File: src/rtl/seven_seg_capture.sv
// seven_seg_capture: receive-side monitor for a multiplexed, active-low
// 7-segment display bus. It synchronizes the segment and anode buses, waits
// for each digit position to dwell stably for SETTLE cycles, decodes the
// segment pattern back to a digit code, and publishes a 32-bit frame once all
// eight positions have been captured.
//
// Optional feature: define SEG_CAPTURE_HEX_EN to also accept the hex glyphs
// A, b, C, d, E, F as valid digits. Without it those patterns count as errors.
//
// Ports:
//   clk          system clock
//   rst          asynchronous, active-low reset
//   seg_n[6:0]   segment bus {CG..CA}, 0 = lit, asynchronous to clk
//   an_n[7:0]    anode bus {AN7..AN0}, 0 = enabled, asynchronous to clk
//   frame[31:0]  last complete frame, AN7 digit in [31:28] ... AN0 in [3:0]
//   frame_valid  one-cycle pulse when frame/frame_err are updated
//   frame_err    bit i set = slot i held an undecodable pattern
//   busy         high while a frame is partially captured
module seven_seg_capture #(
  parameter int unsigned SETTLE = 16
) (
  input  logic        clk,
  input  logic        rst,
  input  logic [6:0]  seg_n,
  input  logic [7:0]  an_n,
  output logic [31:0] frame,
  output logic        frame_valid,
  output logic [7:0]  frame_err,
  output logic        busy
);

  localparam int unsigned CNT_W   = 16;
  localparam int unsigned SEG_W   = 7;
  localparam int unsigned AN_W    = 8;
  localparam int unsigned SLOT_W  = 3;
  localparam int unsigned DIG_W   = 4;
  localparam int unsigned FRAME_W = AN_W * DIG_W;

  localparam logic [CNT_W-1:0] SETTLE_CNT = CNT_W'(SETTLE);
  localparam logic [CNT_W-1:0] SETTLE_M1  = CNT_W'(SETTLE - 1);

  // Two-flop synchronizers plus one-cycle history of the synced buses
  logic [SEG_W-1:0]   seg_s1, seg_s2, seg_p;
  logic [AN_W-1:0]    an_s1, an_s2, an_p;

  logic [CNT_W-1:0]   stable_cnt, cnt_next;
  logic               dwell_done, done_next;
  logic [AN_W-1:0]    mask, mask_next;
  logic [FRAME_W-1:0] digits, digits_next;
  logic [AN_W-1:0]    err, err_next;

  logic               stable_c;
  logic               capture_c;
  logic               complete_c;
  logic [SLOT_W-1:0]  slot_c;
  logic [DIG_W:0]     dec_c;

  // Segment pattern to {err, digit}; unknown patterns give {1, 4'hF}
  function automatic logic [DIG_W:0] decode(input logic [SEG_W-1:0] p);
    logic [DIG_W:0] r;
    r = {1'b1, 4'hF};
    case (p)
      7'b1000000: r = 5'h00;
      7'b1111001: r = 5'h01;
      7'b0100100: r = 5'h02;
      7'b0110000: r = 5'h03;
      7'b0011001: r = 5'h04;
      7'b0010010: r = 5'h05;
      7'b0000010: r = 5'h06;
      7'b1111000: r = 5'h07;
      7'b0000000: r = 5'h08;
      7'b0010000: r = 5'h09;
`ifdef SEG_CAPTURE_HEX_EN
      7'b0001000: r = 5'h0A;
      7'b0000011: r = 5'h0B;
      7'b1000110: r = 5'h0C;
      7'b0100001: r = 5'h0D;
      7'b0000110: r = 5'h0E;
      7'b0001110: r = 5'h0F;
`endif
      default:    r = {1'b1, 4'hF};
    endcase
    return r;
  endfunction

  // Dwell qualification: exactly one anode low and the whole bus unchanged
  always_comb begin
    stable_c   = $onehot(~an_s2) && ({an_s2, seg_s2} == {an_p, seg_p});
    capture_c  = stable_c && !dwell_done && (stable_cnt >= SETTLE_M1);
    complete_c = (mask == {AN_W{1'b1}});
    dec_c      = decode(seg_s2);
  end

  // Position of the enabled anode
  always_comb begin
    slot_c = '0;
    for (int i = 0; i < AN_W; i++) begin
      if (!an_s2[i]) slot_c = SLOT_W'(i);
    end
  end

  // Next-state for dwell counter, capture mask and digit/error registers
  always_comb begin
    cnt_next    = stable_cnt;
    done_next   = dwell_done;
    mask_next   = complete_c ? '0 : mask;
    digits_next = digits;
    err_next    = err;

    if (stable_c) begin
      if (stable_cnt < SETTLE_CNT) cnt_next = stable_cnt + CNT_W'(1);
      if (capture_c) done_next = 1'b1;
    end else begin
      cnt_next  = '0;
      done_next = 1'b0;
    end

    // A capture coinciding with frame completion seeds the next frame
    if (capture_c) begin
      mask_next[slot_c]                   = 1'b1;
      digits_next[{slot_c, 2'b00} +: DIG_W] = dec_c[DIG_W-1:0];
      err_next[slot_c]                    = dec_c[DIG_W];
    end
  end

  // State and output registers
  always_ff @(posedge clk or negedge rst) begin
    if (!rst) begin
      seg_s1      <= '0;
      seg_s2      <= '0;
      seg_p       <= '0;
      an_s1       <= '0;
      an_s2       <= '0;
      an_p        <= '0;
      stable_cnt  <= '0;
      dwell_done  <= 1'b0;
      mask        <= '0;
      digits      <= '0;
      err         <= '0;
      frame       <= '0;
      frame_valid <= 1'b0;
      frame_err   <= '0;
      busy        <= 1'b0;
    end else begin
      seg_s1      <= seg_n;
      seg_s2      <= seg_s1;
      seg_p       <= seg_s2;
      an_s1       <= an_n;
      an_s2       <= an_s1;
      an_p        <= an_s2;
      stable_cnt  <= cnt_next;
      dwell_done  <= done_next;
      mask        <= mask_next;
      digits      <= digits_next;
      err         <= err_next;
      frame_valid <= complete_c;
      busy        <= |mask_next;
      if (complete_c) begin
        frame     <= digits;
        frame_err <= err;
      end
    end
  end

endmodule

File: config.mk
export PLATFORM = sky130hd
export DESIGN_NAME = seven_seg_capture
export DESIGN_NICKNAME = d
export VERILOG_FILES = /design/src/rtl/seven_seg_capture.sv
export SDC_FILE = /design/constraint.sdc
export NUM_CORES = 1
export LEC_CHECK = 0
export ABC_AREA = 1
export CAP_MARGIN = 20
export CORE_AREA = 2 2 152 154
export CTS_BUF_LIST = sky130_fd_sc_hd__clkbuf_8
export DETAILED_ROUTE_END_ITERATION = 12
export DIE_AREA = 0 0 154 156
export PLACE_DENSITY_LB_ADDON = 0.25
export SETUP_SLACK_MARGIN = 0.15
export SLEW_MARGIN = 5
export SYNTH_ARGS = -nofsm -noshare
export SYNTH_HDL_FRONTEND = slang
export SYNTH_SLANG_ARGS = --single-unit
File: constraint.sdc
create_clock -name clk -period 3.8 [get_ports clk]
set_input_delay 0.57 -clock clk [delete_from_list [all_inputs] [get_ports clk]]
set_output_delay 0.57 -clock clk [all_outputs]
set_load 0.01 [all_outputs]
### Yosys cells after proc, flatten, opt, wreduce, memory -nomap -nowiden

Cells that the tools add are included.

| storage, ports and cells | value |
|---|---|
| bits in registers | 152 |
| input bits | 17 |
| output and inout port bits | 42 |
| word-level logic and storage cells | 71 |

| cells by class | value |
|---|---|
| add/sub/neg operators | 9 |
| order comparisons | 4 |
| equal/unequal tests | 14 |
| shift operators | 2 |
| mux-type cells | 18 |
| bitwise gates (word level) | 2 |
| reduce and logical (&&, ||, !) cells | 7 |

Operators by type and width:

| cell | number |
|---|---|
| 5-bit one-hot mux with 10 select lines | 1 |
| 32-bit bitwise mux | 1 |
| 16-bit 2-to-1 mux | 2 |
| 4-bit by 7-bit variable shift with 32-bit output (first input constant) | 1 |
| 4-bit by 7-bit variable part select with 32-bit output | 1 |
| 7-bit by 5-bit == test with 1-bit output (second input constant) | 3 |
| 7-bit == test (second input constant) | 3 |
| 3-bit 2-to-1 mux | 6 |
| 16-bit by 1-bit adder with 16-bit output (second input constant) | 1 |
| 16-bit by 4-bit greater-or-equal comparator with 1-bit output (second input constant) | 1 |
| 16-bit by 5-bit less-than comparator with 1-bit output (second input constant) | 1 |
| 8-bit 2-to-1 mux | 2 |
| 15-bit == test | 1 |
| 7-bit by 6-bit == test with 1-bit output (second input constant) | 2 |
| 1-bit by 1-bit adder with 2-bit output | 4 |
| 8-bit bitwise mux | 1 |
| 8-bit == test (second input constant) | 1 |
| 8-bit inverter | 1 |
| 8-bit bitwise OR | 1 |
| 8-bit OR reduction | 1 |
| 7-bit by 2-bit == test with 1-bit output (second input constant) | 1 |
| 7-bit logical NOT | 1 |
| 5-bit negation with 7-bit output | 1 |
| 2-bit by 2-bit adder with 3-bit output | 2 |
| other kinds (9) | 16 |

### Logic depth before layout (Yosys ltp)

| logic depth | value |
|---|---|
| depth in word-level cells | 14 |
| mapped depth | 19 |
| gate-level depth less buffers | 19 |

### Worst setup path after synthesis

OpenSTA, ideal clock, no wires.

| timing path | value |
|---|---|
| path kind | reg2reg |
| start point | register an_s2[0] |
| end point | register digits[29] |
| library setup time | 117 ps |
| arrival time | 3600 ps |
| data required time | 3683 ps |
| slack | 83 ps |
| cell stages (with the launch flop) | 19 |
| buffers on the path | 0 |
| period minus slack after synthesis | 3717 ps |
| path through | dfrtp_1 > fa_1 > inv_1 > fa_1 > fa_1 > ha_1 > inv_1 > fa_1 > nand2_1 > inv_1 > nand2_1 > nor2_1 > nand3_1 > nor2_4 > nand3_4 > nor2_4 > o21ai_1 > o21ai_1 > inv_1 |

| on the way | value |
|---|---|
| word-level cells in the longest chain between the ends | 8 |
| elaborated cells on any way between the ends | 9 |
| classes of those cells | add/sub: 3; eq/ne: 2; bitwise: 1; reduce/logical: 3 |

RTL lines:

| element | line | source |
|---|---|---|
| start: declaration | 44 | `logic [AN_W-1:0] an_s1, an_s2, an_p;` |
| start signal: assignment | 149 | `an_s2 <= an_s1;` |
| 8-bit inverter | 88 | `stable_c = $onehot(~an_s2) && ({an_s2, seg_s2} == {an_p, seg_p});` |
| 1-bit by 1-bit adder with 2-bit output (not written as such) | 88 |  |
| 2-bit by 2-bit adder with 3-bit output (not written as such) | 88 |  |
| 3-bit by 3-bit adder with 4-bit output (not written as such) | 88 |  |
| 4-bit by 1-bit == test with 1-bit output | 88 |  |
| 1-bit logical AND * | 88 |  |
| 1-bit logical AND * (2 in series) | 89 | `capture_c = stable_c && !dwell_done && (stable_cnt >= SETTLE_M1);` |
| end signal: assignment | 154 | `digits <= digits_next;` |
| end: declaration | 49 | `logic [FRAME_W-1:0] digits, digits_next;` |

Mark *: on every way between the ends. The rest lies on a longest branch, timed or not.
A chain may end at the register's enable or synchronous reset.

### Worst setup path after layout

| timing path | value |
|---|---|
| start point | register an_s2[0] |
| end point | register digits[8] |

The elaborated chain is that of the path after synthesis.

==> run_results.csv <==
group,metric,value,unit
power_and_ir_drop,p_leak,4.25,nW
setup_path,critPathCaptureType,"register",
die,floorplan.initialDensity,29.4,%
routing,dr_vias_cell,4.32,
clocking,h-tree-depth,4,
setup_path,worst_path_maximum_fanout,6,
routing,drt_wl_total,14.7,mm
status,status,"finished with violations",
timing,timing_worst_slew_pin_value,0.944,ns
finish,layout_net_count,862,
timing,timing.final.max_slew_violations,0,
routing,drcViolationCount,0,
clocking,clock_tree.buffer_depth,2,
timing,setup-violations-final,39,
setup_path,worst_ep_arrival_time,4.22,ns
global_routing,grt_start_max_net_pins,101,
timing,grt_setup_unrepaired,"true",
setup_path,worst_r2r_endpoint,"digits[8]$_DFFE_PN0P_",
timing,final.hold.worst_slack,0.226,ns
clocking,clock_tree.root_cell,"sky130_fd_sc_hd__clkbuf_8",
clocking,cts_tree,"built",
placed_design,numPortBuffers,58,
finish,layout-area-overhead-vs-synth,25.7,%
die,chipHeight,156,um
timing,slew_headroom,37.0,%
routing,drt_pass1_iterations,4,
job,timing.max_cap.violations,0,
power_and_ir_drop,worst_ir_drop_on_vdd,0.201,mV
clocking,numCtsBuffers,17,
finish,antenna_cells,0,
die,ios,59,
min_path,timing.hold.worst.class,"in2async",
clocking,clkTransAtPathRegs,0.08,ns
die,core-area,22400,um^2
power_and_ir_drop,power_density_over_the_cells,394,nW/um^2
synthesis,post_synth_inst_count,741,
setup_path,r2r_setup_slack,-0.08,ns
clocking,cts_hold_repair.buffers,0,
synthesis,yosysSeqAreaShare,57.8,%
global_routing,grt_first_pass_wirelength,24.8,mm
timing,max_clock_freq,258,MHz
placed_design,dpl.hpwl,10.3,mm
timing,fin_crit,3.88,ns
global_routing,antenna_found_initial,0,
timing,worst_slack,-0.0789,ns
setup_path,worstSetupStartpoint,"an_s2[0]$_DFF_PN0_",
timing,period_share,102,%
synthesis,syn-num-nets,771,
setup_path,worstReg2RegStart,"an_s2[0]$_DFF_PN0_",
routing,ant_nets,0,
timing,final-hold-violation-count,0,
placed_design,finalWeightedCongestion,0.873,
setup_path,r2r_cells,16,
synthesis,synth.yosys.warnings,0,
routing,first_iter_violations,276,
placed_design,post-place-ws,-0.0912,ns
global_routing,global_route_total_overflow,0,
global_routing,grt_pass1_vias,4908,
timing,skew,0.0127,ns
power_and_ir_drop,report.power.total,3.26,mW
setup_path,critPathCapture,"digits[8]$_DFFE_PN0P_",
setup_path,criticalPathCategory,"reg2reg",
die,fp.dieW,154,um
clocking,insertion_delay_of_the_later_clocked_pin_in_the_worst_skew_pair,0.45,ns
routing,detailroute.via_count,4873,
synthesis,synth_area_per_cell,8.87,um^2
synthesis,number_of_synthesized_register_bits,152,
clocking,clock-sinks,152,
global_routing,global_route.usage.total,13.1,%
finish,drive_above_1_share,16.1,%
status,failing_checks,"negative setup slack",
synthesis,synth.lib_cells_used.distinct,36,
routing,wire_per_inst,13.1,um
synthesis,syn_area,6580,um^2
setup_path,startpoint_type,"register",
die,rows,55,
setup_path,timing.critical_path.required,4.14,ns
die,die_area,24000,um^2
-- registers in the layout, indices dropped and copies added (netlist names) --
name         cells
an_s2            8
seg_s1           7
frame_valid      1
mask             8
an_p             8
an_s1            8
frame_err        8
digits          32
seg_p            7
err              8
busy             1
stable_cnt      16
frame           32
dwell_done       1
seg_s2           7
-- power breakdown --
group | internal [mW] | switching (mW)
sequential | 1.64 | 0.0177
combinational | 0.0825 | 0.167
clock | 0.756 | 0.596
-- cell type report --
class	instances	area, um^2
multi-input cells	487	2540
fillers	2289	14100
clock inverters	10	151
clock buffers	20	275
flip-flops and latches	152	3800
inverters	90	348
well taps	285	357
repair buffers	84	788
-- worst min path at each step --
| stage | start | to | slack, ns |
|---|---|---|---|
| finish | rst | stable_cnt[10]$_DFFE_PN0P_ | 0.23 |
| detailed placement | seg_s1[1]$_DFF_PN0_ | seg_s2[1]$_DFF_PN0_ | 0.33 |
| global route | rst | stable_cnt[10]$_DFFE_PN0P_ | 0.31 |
| floorplan | rst | an_p[0]$_DFF_PN0_ | 0.27 |
| global placement | seg_s1[3]$_DFF_PN0_ | seg_s2[3]$_DFF_PN0_ | 0.33 |
| CTS | rst | stable_cnt[10]$_DFFE_PN0P_ | 0.27 |
-- stage by stage --
stage | util, % | TNS, ns | cells | cell area [um^2]
floorplan | - | 0 | 741 | 6580
global placement | 34.0 | -0.371 | 1090 | 7590
detailed placement | 34.0 | -0.972 | 1090 | 7590
CTS | 36.3 | -0.126 | 1124 | 8120
global route | 37.0 | -14.15 | 1128 | 8270
finish | 37.0 | -1.83 | 1128 | 8270
-- cells by family after synthesis --
| family | after synthesis | share of synthesized area, % |
|---|---|---|
| flip-flops | 152 | 57.8 |
| AND/OR/NAND/NOR | 429 | 29.3 |
| buffers and inverters | 102 | 6.07 |
| AO/OA/AOI/OAI | 43 | 3.62 |
| XOR/XNOR | 2 | 0.266 |
| adder cells (fa/ha/maj) | 13 | 2.93 |
-- layer usage --
metal  track usage [%]  vias up  routed length, um
met3              2.58       16                469
li1                  -     2475                  -
met1              17.0     2300               7020
met4              4.41        0                174
met5                 0        -                  0
met2              21.8       82               7080
-- synth_stat cells --
cell                         n  share of area (%)
sky130_fd_sc_hd__nor3_4      1               0.25
sky130_fd_sc_hd__xor2_1      1               0.13
sky130_fd_sc_hd__o21ai_0    10               0.76
sky130_fd_sc_hd__clkinv_4    1               0.13
sky130_fd_sc_hd__dfrtp_1   152                 58
sky130_fd_sc_hd__fa_1        4                1.2
sky130_fd_sc_hd__inv_2       9               0.51
sky130_fd_sc_hd__clkbuf_1   10               0.57
sky130_fd_sc_hd__nor2_4      5               0.86
sky130_fd_sc_hd__nor3b_1     1               0.11
sky130_fd_sc_hd__o21ai_2     1               0.13
sky130_fd_sc_hd__inv_1      77                4.4
sky130_fd_sc_hd__a21oi_1    17                1.3
sky130_fd_sc_hd__nand4_1    18                1.7
sky130_fd_sc_hd__clkbuf_8    1               0.21
sky130_fd_sc_hd__clkinv_1    3               0.17
sky130_fd_sc_hd__nand3_4     1               0.27
sky130_fd_sc_hd__nor3_2      5               0.76
sky130_fd_sc_hd__a21oi_4     1               0.25
sky130_fd_sc_hd__xnor2_1     1               0.13
sky130_fd_sc_hd__nand3_2     8                1.2
sky130_fd_sc_hd__o21ai_1    12               0.91
sky130_fd_sc_hd__or2_2       2               0.19
sky130_fd_sc_hd__nand2_1   288                 16
sky130_fd_sc_hd__nand4_2     1               0.19
sky130_fd_sc_hd__nand3_1    22                1.7
sky130_fd_sc_hd__a21oi_2     2               0.27
sky130_fd_sc_hd__ha_1        9                1.7
sky130_fd_sc_hd__nand4_4     1               0.32
sky130_fd_sc_hd__nand2_4     2               0.34
sky130_fd_sc_hd__nor3_1      8               0.61
sky130_fd_sc_hd__buf_2       1              0.076
sky130_fd_sc_hd__nand2_2     7               0.67
sky130_fd_sc_hd__nor2_2      1              0.095
sky130_fd_sc_hd__nor2_8      1               0.30
sky130_fd_sc_hd__nor2_1     57                3.3
-- what timing repair did --
item                                    in CTS  in global routing
pin swaps                                    4                 15
endpoints found under the setup margin      42                 66
setup buffers                                4                  4
resized for setup                           11                 40
-- critical path, cell delays in order, from the launching register on --
cell and delay, ns:
sky130_fd_sc_hd__dfrtp_1 0.40, sky130_fd_sc_hd__fa_1 0.54, sky130_fd_sc_hd__inv_1 0.05, sky130_fd_sc_hd__fa_1 0.44
sky130_fd_sc_hd__fa_1 0.49, sky130_fd_sc_hd__ha_2 0.18, sky130_fd_sc_hd__inv_2 0.04, sky130_fd_sc_hd__fa_1 0.47
sky130_fd_sc_hd__nand2_1 0.04, sky130_fd_sc_hd__inv_1 0.06, sky130_fd_sc_hd__nand4_1 0.14, sky130_fd_sc_hd__nor3_4 0.20
sky130_fd_sc_hd__nand4_4 0.25, sky130_fd_sc_hd__inv_8 0.21, sky130_fd_sc_hd__nand3_4 0.12, sky130_fd_sc_hd__nand2_2 0.08
sky130_fd_sc_hd__nand2_1 0.05
-- cell usage in the layout, fill, tap and decap left out, types with 7 or more instances in the layout --
master                              n
sky130_fd_sc_hd__ha_1               8
sky130_fd_sc_hd__clkbuf_8          20
sky130_fd_sc_hd__nor2_1            57
sky130_fd_sc_hd__nor3_1             8
sky130_fd_sc_hd__inv_1             78
sky130_fd_sc_hd__o21ai_0            7
sky130_fd_sc_hd__inv_2              9
sky130_fd_sc_hd__nand2_2           29
sky130_fd_sc_hd__dfrtp_1          152
sky130_fd_sc_hd__nand2_1          264
sky130_fd_sc_hd__nand4_1           18
sky130_fd_sc_hd__clkdlybuf4s50_1   57
sky130_fd_sc_hd__buf_4             23
sky130_fd_sc_hd__a21oi_1           14
sky130_fd_sc_hd__nand3_1           21
sky130_fd_sc_hd__o21ai_1           14
Note: power is estimated with default switching activity, not from simulation.
